**config.mk**
```make
export PLATFORM = sky130hd
export DESIGN_NAME = nerv_dbg_trig
export DESIGN_NICKNAME = d
export VERILOG_FILES = /design/src/rtl/nerv_dbg_trig.sv
export SDC_FILE = /design/constraint.sdc
export NUM_CORES = 1
export LEC_CHECK = 0
export CORE_MARGIN = 4
export CORE_UTILIZATION = 35
export CTS_CLUSTER_DIAMETER = 100
export CTS_CLUSTER_SIZE = 16
export DETAILED_ROUTE_END_ITERATION = 7
export MAX_ROUTING_LAYER = met4
export PLACE_DENSITY_LB_ADDON = 0.1
export REMOVE_ABC_BUFFERS = 1
export SLEW_MARGIN = 20
export SYNTH_ARGS = -nofsm -noshare
export SYNTH_HDL_FRONTEND = slang
export SYNTH_SLANG_ARGS = --single-unit
```
**constraint.sdc**
```tcl
create_clock -name clk -period 4.05 [get_ports clk]
set_input_delay 0.81 -clock clk [delete_from_list [all_inputs] [get_ports clk]]
set_output_delay 0.81 -clock clk [all_outputs]
set_load 0.01 [all_outputs]
```
**src/rtl/nerv_dbg_trig.sv**
```systemverilog
// nerv_dbg_trig: debug halt/run/step controller with PC breakpoint slots.
// Optional data watchpoints are compiled in when NERV_DBG_WATCH_EN is defined.
module nerv_dbg_trig #(
  parameter int unsigned XLEN = 32,
  parameter int unsigned BNUM = 4,
  localparam int unsigned IW  = (BNUM > 1) ? $clog2(BNUM) : 1
) (
  input  logic            clk,
  input  logic            rst,
  input  logic            ret_vld,
  input  logic [XLEN-1:0] ret_pc,
  input  logic            mem_vld,
  input  logic            mem_wr,
  input  logic [XLEN-1:0] mem_adr,
  input  logic            cfg_we,
  input  logic [IW-1:0]   cfg_idx,
  input  logic            cfg_ena,
  input  logic [1:0]      cfg_typ,
  input  logic [XLEN-1:0] cfg_adr,
  input  logic            cmd_vld,
  input  logic [1:0]      cmd_op,
  output logic            cmd_rdy,
  output logic            cpu_stall,
  output logic            hlt,
  output logic [7:0]      hlt_sig,
  output logic [IW-1:0]   hlt_idx,
  output logic [XLEN-1:0] hlt_adr
);

  localparam logic [1:0] OP_CONT = 2'd0;
  localparam logic [1:0] OP_STEP = 2'd1;
  localparam logic [1:0] OP_HALT = 2'd2;
  localparam logic [7:0] SIGINT  = 8'd2;
  localparam logic [7:0] SIGTRAP = 8'd5;

  typedef enum logic [1:0] {
    S_HALTED = 2'd0,
    S_RUN    = 2'd1,
    S_STEP   = 2'd2
  } state_e;

  state_e            state_q, state_d;
  logic              skip_q, skip_d;
  logic [7:0]        sig_q, sig_d;
  logic [IW-1:0]     idx_q, idx_d;
  logic [XLEN-1:0]   hadr_q, hadr_d;
  logic [XLEN-1:0]   last_pc_q;
  logic              ena_q [BNUM];
  logic [1:0]        typ_q [BNUM];
  logic [XLEN-1:0]   adr_q [BNUM];

  logic              exec_hit, watch_hit;
  logic [IW-1:0]     exec_idx, watch_idx;
  logic              halt_cmd;

  assign halt_cmd  = cmd_vld && (cmd_op == OP_HALT);
  assign cmd_rdy   = 1'b1;
  assign cpu_stall = (state_q == S_HALTED);
  assign hlt       = (state_q == S_HALTED);
  assign hlt_sig   = sig_q;
  assign hlt_idx   = idx_q;
  assign hlt_adr   = hadr_q;

  // Exec slot match on the retiring PC; descending scan leaves the lowest index.
  always_comb begin
    exec_hit = 1'b0;
    exec_idx = '0;
    for (int i = int'(BNUM) - 1; i >= 0; i--) begin
      if (ena_q[i] && (typ_q[i] == 2'd0) && (ret_pc == adr_q[i])) begin
        exec_hit = 1'b1;
        exec_idx = IW'(i);
      end
    end
  end

`ifdef NERV_DBG_WATCH_EN
  // Data watchpoint match on the current memory access.
  always_comb begin
    watch_hit = 1'b0;
    watch_idx = '0;
    for (int i = int'(BNUM) - 1; i >= 0; i--) begin
      if (mem_vld && ena_q[i] && (mem_adr == adr_q[i]) &&
          (((typ_q[i] == 2'd1) && mem_wr) ||
           ((typ_q[i] == 2'd2) && !mem_wr) ||
           (typ_q[i] == 2'd3))) begin
        watch_hit = 1'b1;
        watch_idx = IW'(i);
      end
    end
  end
`else
  logic unused_mem;
  assign unused_mem = ^{mem_vld, mem_wr, mem_adr};
  assign watch_hit  = 1'b0;
  assign watch_idx  = '0;
`endif

  // Next-state and halt-status logic; triggers outrank a halt command.
  always_comb begin
    state_d = state_q;
    skip_d  = skip_q;
    sig_d   = sig_q;
    idx_d   = idx_q;
    hadr_d  = hadr_q;
    case (state_q)
      S_HALTED: begin
        if (cmd_vld && (cmd_op == OP_CONT)) begin
          state_d = S_RUN;
          skip_d  = 1'b1;
        end else if (cmd_vld && (cmd_op == OP_STEP)) begin
          state_d = S_STEP;
          skip_d  = 1'b1;
        end
      end
      S_RUN: begin
        if (ret_vld) begin
          skip_d = 1'b0;
        end
        if (ret_vld && !skip_q && exec_hit) begin
          state_d = S_HALTED;
          sig_d   = SIGTRAP;
          idx_d   = exec_idx;
          hadr_d  = ret_pc;
        end else if (watch_hit) begin
          state_d = S_HALTED;
          sig_d   = SIGTRAP;
          idx_d   = watch_idx;
          hadr_d  = mem_adr;
        end else if (halt_cmd) begin
          state_d = S_HALTED;
          sig_d   = SIGINT;
          hadr_d  = last_pc_q;
        end
      end
      S_STEP: begin
        if (ret_vld) begin
          state_d = S_HALTED;
          sig_d   = SIGTRAP;
          hadr_d  = ret_pc;
        end else if (halt_cmd) begin
          state_d = S_HALTED;
          sig_d   = SIGINT;
          hadr_d  = last_pc_q;
        end
      end
      default: state_d = S_HALTED;
    endcase
  end

  // State and halt-status registers.
  always_ff @(posedge clk) begin
    if (!rst) begin
      state_q <= S_HALTED;
      skip_q  <= 1'b0;
      sig_q   <= SIGTRAP;
      idx_q   <= '0;
      hadr_q  <= '0;
    end else begin
      state_q <= state_d;
      skip_q  <= skip_d;
      sig_q   <= sig_d;
      idx_q   <= idx_d;
      hadr_q  <= hadr_d;
    end
  end

  // Trigger slot table and last retired PC.
  always_ff @(posedge clk) begin
    if (!rst) begin
      last_pc_q <= '0;
      for (int unsigned i = 0; i < BNUM; i++) begin
        ena_q[i] <= 1'b0;
        typ_q[i] <= 2'd0;
        adr_q[i] <= '0;
      end
    end else begin
      if (ret_vld) begin
        last_pc_q <= ret_pc;
      end
      for (int unsigned i = 0; i < BNUM; i++) begin
        if (cfg_we && (cfg_idx == IW'(i))) begin
          ena_q[i] <= cfg_ena;
          typ_q[i] <= cfg_typ;
          adr_q[i] <= cfg_adr;
        end
      end
    end
  end

endmodule

```
Word level (Yosys, flattened, before mapping). Memories as Yosys holds them, arrays and structs flattened. Cells that the tools add are included.

Logic and storage cells: 114. Memory bits (writable): 140. Bits of input ports: 110. Memories kept: 3. Register bits: 77. Output and inout bits: 45.

Muxes and demuxes: 51. Equal/unequal tests: 13. Reductions and logical operators: 29. Bitwise gates (word level): 12.

Memory list: adr_q (depth 4, bits a word 32, rd ports 4, clocked after memory_dff 0, wr ports 4, line 50) `logic [XLEN-1:0] adr_q [BNUM];`; typ_q (depth 4, bits a word 2, rd ports 4, clocked after memory_dff 0, wr ports 4, line 49) `logic [1:0] typ_q [BNUM];`; ena_q (depth 4, bits a word 1, rd ports 4, clocked after memory_dff 0, wr ports 4, line 48) `logic ena_q [BNUM];`.

Operator list (number): $mux W32 (7); $eq A32 B32 Y1 (4); $pmux W32 S2 (1); $mux W2 (13); $mux W1 (24); $mux W8 (3); $logic_and A1 B1 Y1 (17); $pmux W8 S2 (1); $logic_not A2 Y1 (7); $or A1 B1 Y1 (12); $eq A2 B2 Y1 const B (4); $eq A2 B1 Y1 const B (3); $pmux W2 S3 (1); $reduce_bool A2 Y1 (2); $ne A3 B1 Y1 const B (1); $reduce_and A3 Y1 (1); $ne A2 B2 Y1 const B (1); $pmux W1 S2 (1); $reduce_and A2 Y1 (1); $logic_not A1 Y1 (1).

Depth between registers and ports, before layout. An unclocked memory read counts as a cell.

Word-level depth: 11. Gate-level depth with buffers: 10. Mapped depth without buffers: 7.

Worst setup path after synthesis. OpenSTA, ideal clock, no wires.

Kind: in2reg. Start: in cfg_idx[1]. End: mem adr_q[1][0], enable pin. Path buffers: 0. Setup slack: 0.126 ns. Library setup time: 0.474 ns. Data required time: 3.576 ns. Data arrival time: 3.450 ns. Stages: 2. Cells stage by stage: nand2b_1 > o21ai_0.

RTL lines: start, declared (line 16) `input logic [IW-1:0] cfg_idx,`; end, declared (line 50).

Final worst setup path.
Start: in ret_pc[19]. End: reg hadr_q[1], in the netlist hlt_adr[1].

Longest elaborated chain between the ends: 9. Elaborated cells between the ends (all ways): 15. Classes of those cells: eq/ne: 4; mux: 6; reduce/logical: 5.

Ends and longest elaborated chain: start, declared (line 11) `input logic [XLEN-1:0] ret_pc,`; $eq A32 B32 Y1 (line 69) `if (ena_q[i] && (typ_q[i] == 2'd0) && (ret_pc == adr_q[i])) begin`; $logic_and A1 B1 Y1 (line 69); $mux W1 (3 in a row) (line 69); $mux W1 * (line 69); $logic_and A1 B1 Y1 * (line 119) `if (ret_vld && !skip_q && exec_hit) begin`; $mux W32 * (line 119); $pmux W32 S2 * (line 105) `case (state_q)`; end signal, assigned (line 163) `hadr_q <= hadr_d;`; end, declared (line 46) `logic [XLEN-1:0] hadr_q, hadr_d;`.

Every way passes the cells marked *; elsewhere a longest branch is shown, timed or not. A chain may end at the register's enable or synchronous reset.

==> out/qor.yml <==
global_routing:
  antenna_found_initial: 0
  first_global_vias: 8065
  grt_usage_pct: 20.0
  grt_max_degree: 36
  grt_first_pass_wirelength_um: 52700
  gr-total-overflow: 0
critical_path:
  r2r_start: "adr_q[0][20]"
  critPathLaunchType: "primary input"
  r2r_setup_slack_ps: 1310
  crit_chain: "clkdlybuf4s50_1 -> xnor2_1 -> nand4_1 -> nor4_1 -> buf_4 -> nand3_1 -> nand4b_1 -> buf_12 -> buf_12 -> mux2i_1 -> a21oi_1"
  cp_data_required_time_ps: 4410
  worst_r2r_endpoint: "hlt_adr[1]"
  critPathKind: "in2reg"
  critPathMostFrequentCell: "buf_12"
  slowest_delay_ps: 670
  r2r_cells: 9
  slowest_stage: "clkdlybuf4s50_1"
  crit_arrival_ps: 3740
  path_max_fanout: 12
  end_kind: "register"
timing:
  max_freq_mhz: 296
  setup_violations: 0
  setup_slack_ps: 673
  hold_viol_final: 0
  finalCritPeriodShare_pct: 83.4
  maxSlewViolCount: 0
  slew_headroom_pct: 31.5
  finClkSkew_ps: 27.4
  rsz0062_at_grt: "false"
  fin_crit_ps: 3380
  worst_slew_pin_slew_ps: 1000
  tns_ps: 0
yosys:
  syn_avg_cell_area_um2: 10.8
  syn-cell-area_mm2: 0.0115
  ys_types: 50
  synth_async_sr_flop_share_pct: 0
  yosys-top-cells-area: "edfxtp_1 (36%), dfxtp_1 (14%), and2_1 (7.5%)"
  yosys.area.top_type: "edfxtp_1"
  synth_cells: 1063
  ys_seq_elements: 217
  synth.cells.most_frequent: "and2_1 (138), edfxtp_1 (137), nand2_1 (106), xnor2_1 (90), dfxtp_1 (80)"
  yosysMostFrequentCell: "and2_1"
  synth-main-ff-cell: "edfxtp_1"
  synth_edf_count: 137
  ys_seq_area_share_pct: 49.7
  synth.top_cell.area_share_pct: 35.8
  yosys_warnings: 0
clock_tree:
  clk_latency_ps: 510
  htreeDepth: 1
  clock-root-buffer: "clkbuf_16"
  cts_sinks: 217
  path_clk_slew_ps: 80
  cts_tree: "built"
  post_cts_resized: 0
  cts_max_path_buffers: 3
  postCtsSetupRepairBufs: 0
  cts_buffers: 17
  cts_hold_buf: 0
pwr:
  pwr-share-seq_pct: 52.0
  leakagePower_uw: 0.00463
  peakVddDrop_mv: 0.220
  swShare_pct: 27.3
  p_switching_uw: 1340
  power.density_mw_per_mm2: 363
  power_frac_clock_pct: 32.9
  p_int_uw: 3560
  share_comb_of_total_power_pct: 15.1
min_path:
  min_to: "hlt_sig[7]"
  hold_start: "hlt_sig[7]"
  hold_class: "reg2reg"
  worstHoldPathCells: 2
cells_and_area:
  n_antenna_cell: 0
  fillers: 3155
  drive_gt1_share_pct: 9.86
  layout.nets: 1280
  syn_to_final_growth_pct: 17.5
die:
  core_mm2: 0.0325
  pin_count: 155
  row_count: 66
  die_w_um: 189
  start_util_pct: 35.5
  die_y_um: 189
  die_area_mm2: 0.0358
drt:
  post_drt_wl_per_cell_um: 22.2
  routed_via_density: 5.13
  drt_iter0_markers: 719
  dr.pass1.iters: 8
  routed_wl_um: 36000
  num_vias: 8305
  drc_errors: 9
  drtAntennaViolNets: 0
run:
  maxCapViolCount: 0
place:
  dp_hpwl_um: 25200
  place_congestion: 0.874
  io_buffers: 119
  place_ws_ps: 248
status:
  run_status: "finished, violations left"
  violations: "design-rule violations"
kinds of logic (layout without fill, tap and decap cells):
logic type                 count (synthesis)  after routing  share of synthesized area [%]
AOI/OAI and AO/OA                        124            124                           7.13
xor gates and xnor gates                 129            129                           10.2
adders and majority gates                  4              4                          0.435
buffers and inverters                    102            215                           7.07
DFF                                      217            217                           49.7
muxes                                     64             64                           5.57
other                                      1              1                         0.0326
and+or+nand+nor                          422            422                           19.9
worst max-delay path: cells and delay by family:
family / cells / cell delay [ps]
and+or+nand+nor: 4 / 860
AOI/OAI and AO/OA: 1 / 80
xor gates and xnor gates: 1 / 550
buffers and inverters: 4 / 1210
muxes: 1 / 200
metal layers:
metal,global-route usage (%),part of all wire (%)
met4,3.70,1.8
met5,-,0
met3,2.18,4.9
met2,32.1,46
met1,27.9,47
power groups by stage:
stage | clock network [µW] | registers [µW] | logic, µW
after floorplan | 0 | 2600 | 337
after global placement | 0 | 2600 | 745
after detailed placement | 0 | 2600 | 742
after CTS | 1670 | 2550 | 746
after global routing | 1730 | 2560 | 791
final | 1610 | 2550 | 742
cell type report:
type / count / area, µm² / area share (%)
Sequential cell: 217 / 5720 / 42.3
Multi-Input combinational cell: 744 / 5050 / 37.3
Timing Repair Buffer: 173 / 1680 / 12.4
Tap cell: 442 / 553 / 4.09
Clock buffer: 27 / 463 / 3.42
Inverter: 13 / 48.8 / 0.361
Clock inverter: 2 / 17.5 / 0.130
flip-flops by register name, indices dropped and copies added, names as in the netlist:
signal and cells:
adr_q 128, hlt_adr 32, last_pc_q 32, hlt_sig 8, typ_q 8, ena_q 4, hlt_idx 2, state_q 2
skip_q 1
stage by stage:
step	total power, µW	instance area (µm²)	hold slack (ps)	std cells	utilization (%)
finish	4900	13500	427	1618	41.7
CTS	4970	13500	431	1618	41.7
global placement	3340	13000	418	1589	40.2
floorplan	2930	10700	440	974	-
detailed placement	3340	13000	419	1589	40.2
global route	5090	13500	450	1618	41.7
worst max path at each step:
stage	start	end	cells after the start
global placement	ret_pc[19]	hlt_adr[12]	11
global route	ret_pc[19]	hlt_adr[1]	11
CTS	ret_pc[19]	hlt_adr[1]	11
finish	ret_pc[19]	hlt_adr[1]	11
detailed placement	ret_pc[19]	hlt_adr[7]	11
floorplan	state_q[0]	hlt_adr[0]	6
layout by cell type (no fill, tap or decap), types with 3 or more instances in the layout:
master	count
clkbuf_1	10
or4_1	4
xnor2_1	90
ha_1	4
nand3_1	10
nand2_1	106
o21ai_0	5
and3_2	23
nand4b_1	4
and3_1	11
buf_4	47
clkdlybuf4s50_1	118
nor4_1	23
buf_12	7
and2_1	138
nand4_1	30
nor2_1	47
nor2_2	4
a21oi_1	69
edfxtp_1	137
a211oi_1	6
nor3_1	3
o21ai_4	4
mux2i_1	64
a222oi_1	32
clkbuf_16	17
xor2_1	35
nand2b_1	3
inv_1	12
xnor2_2	3
dfxtp_1	80
Note: power is estimated with default switching activity, not from simulation.
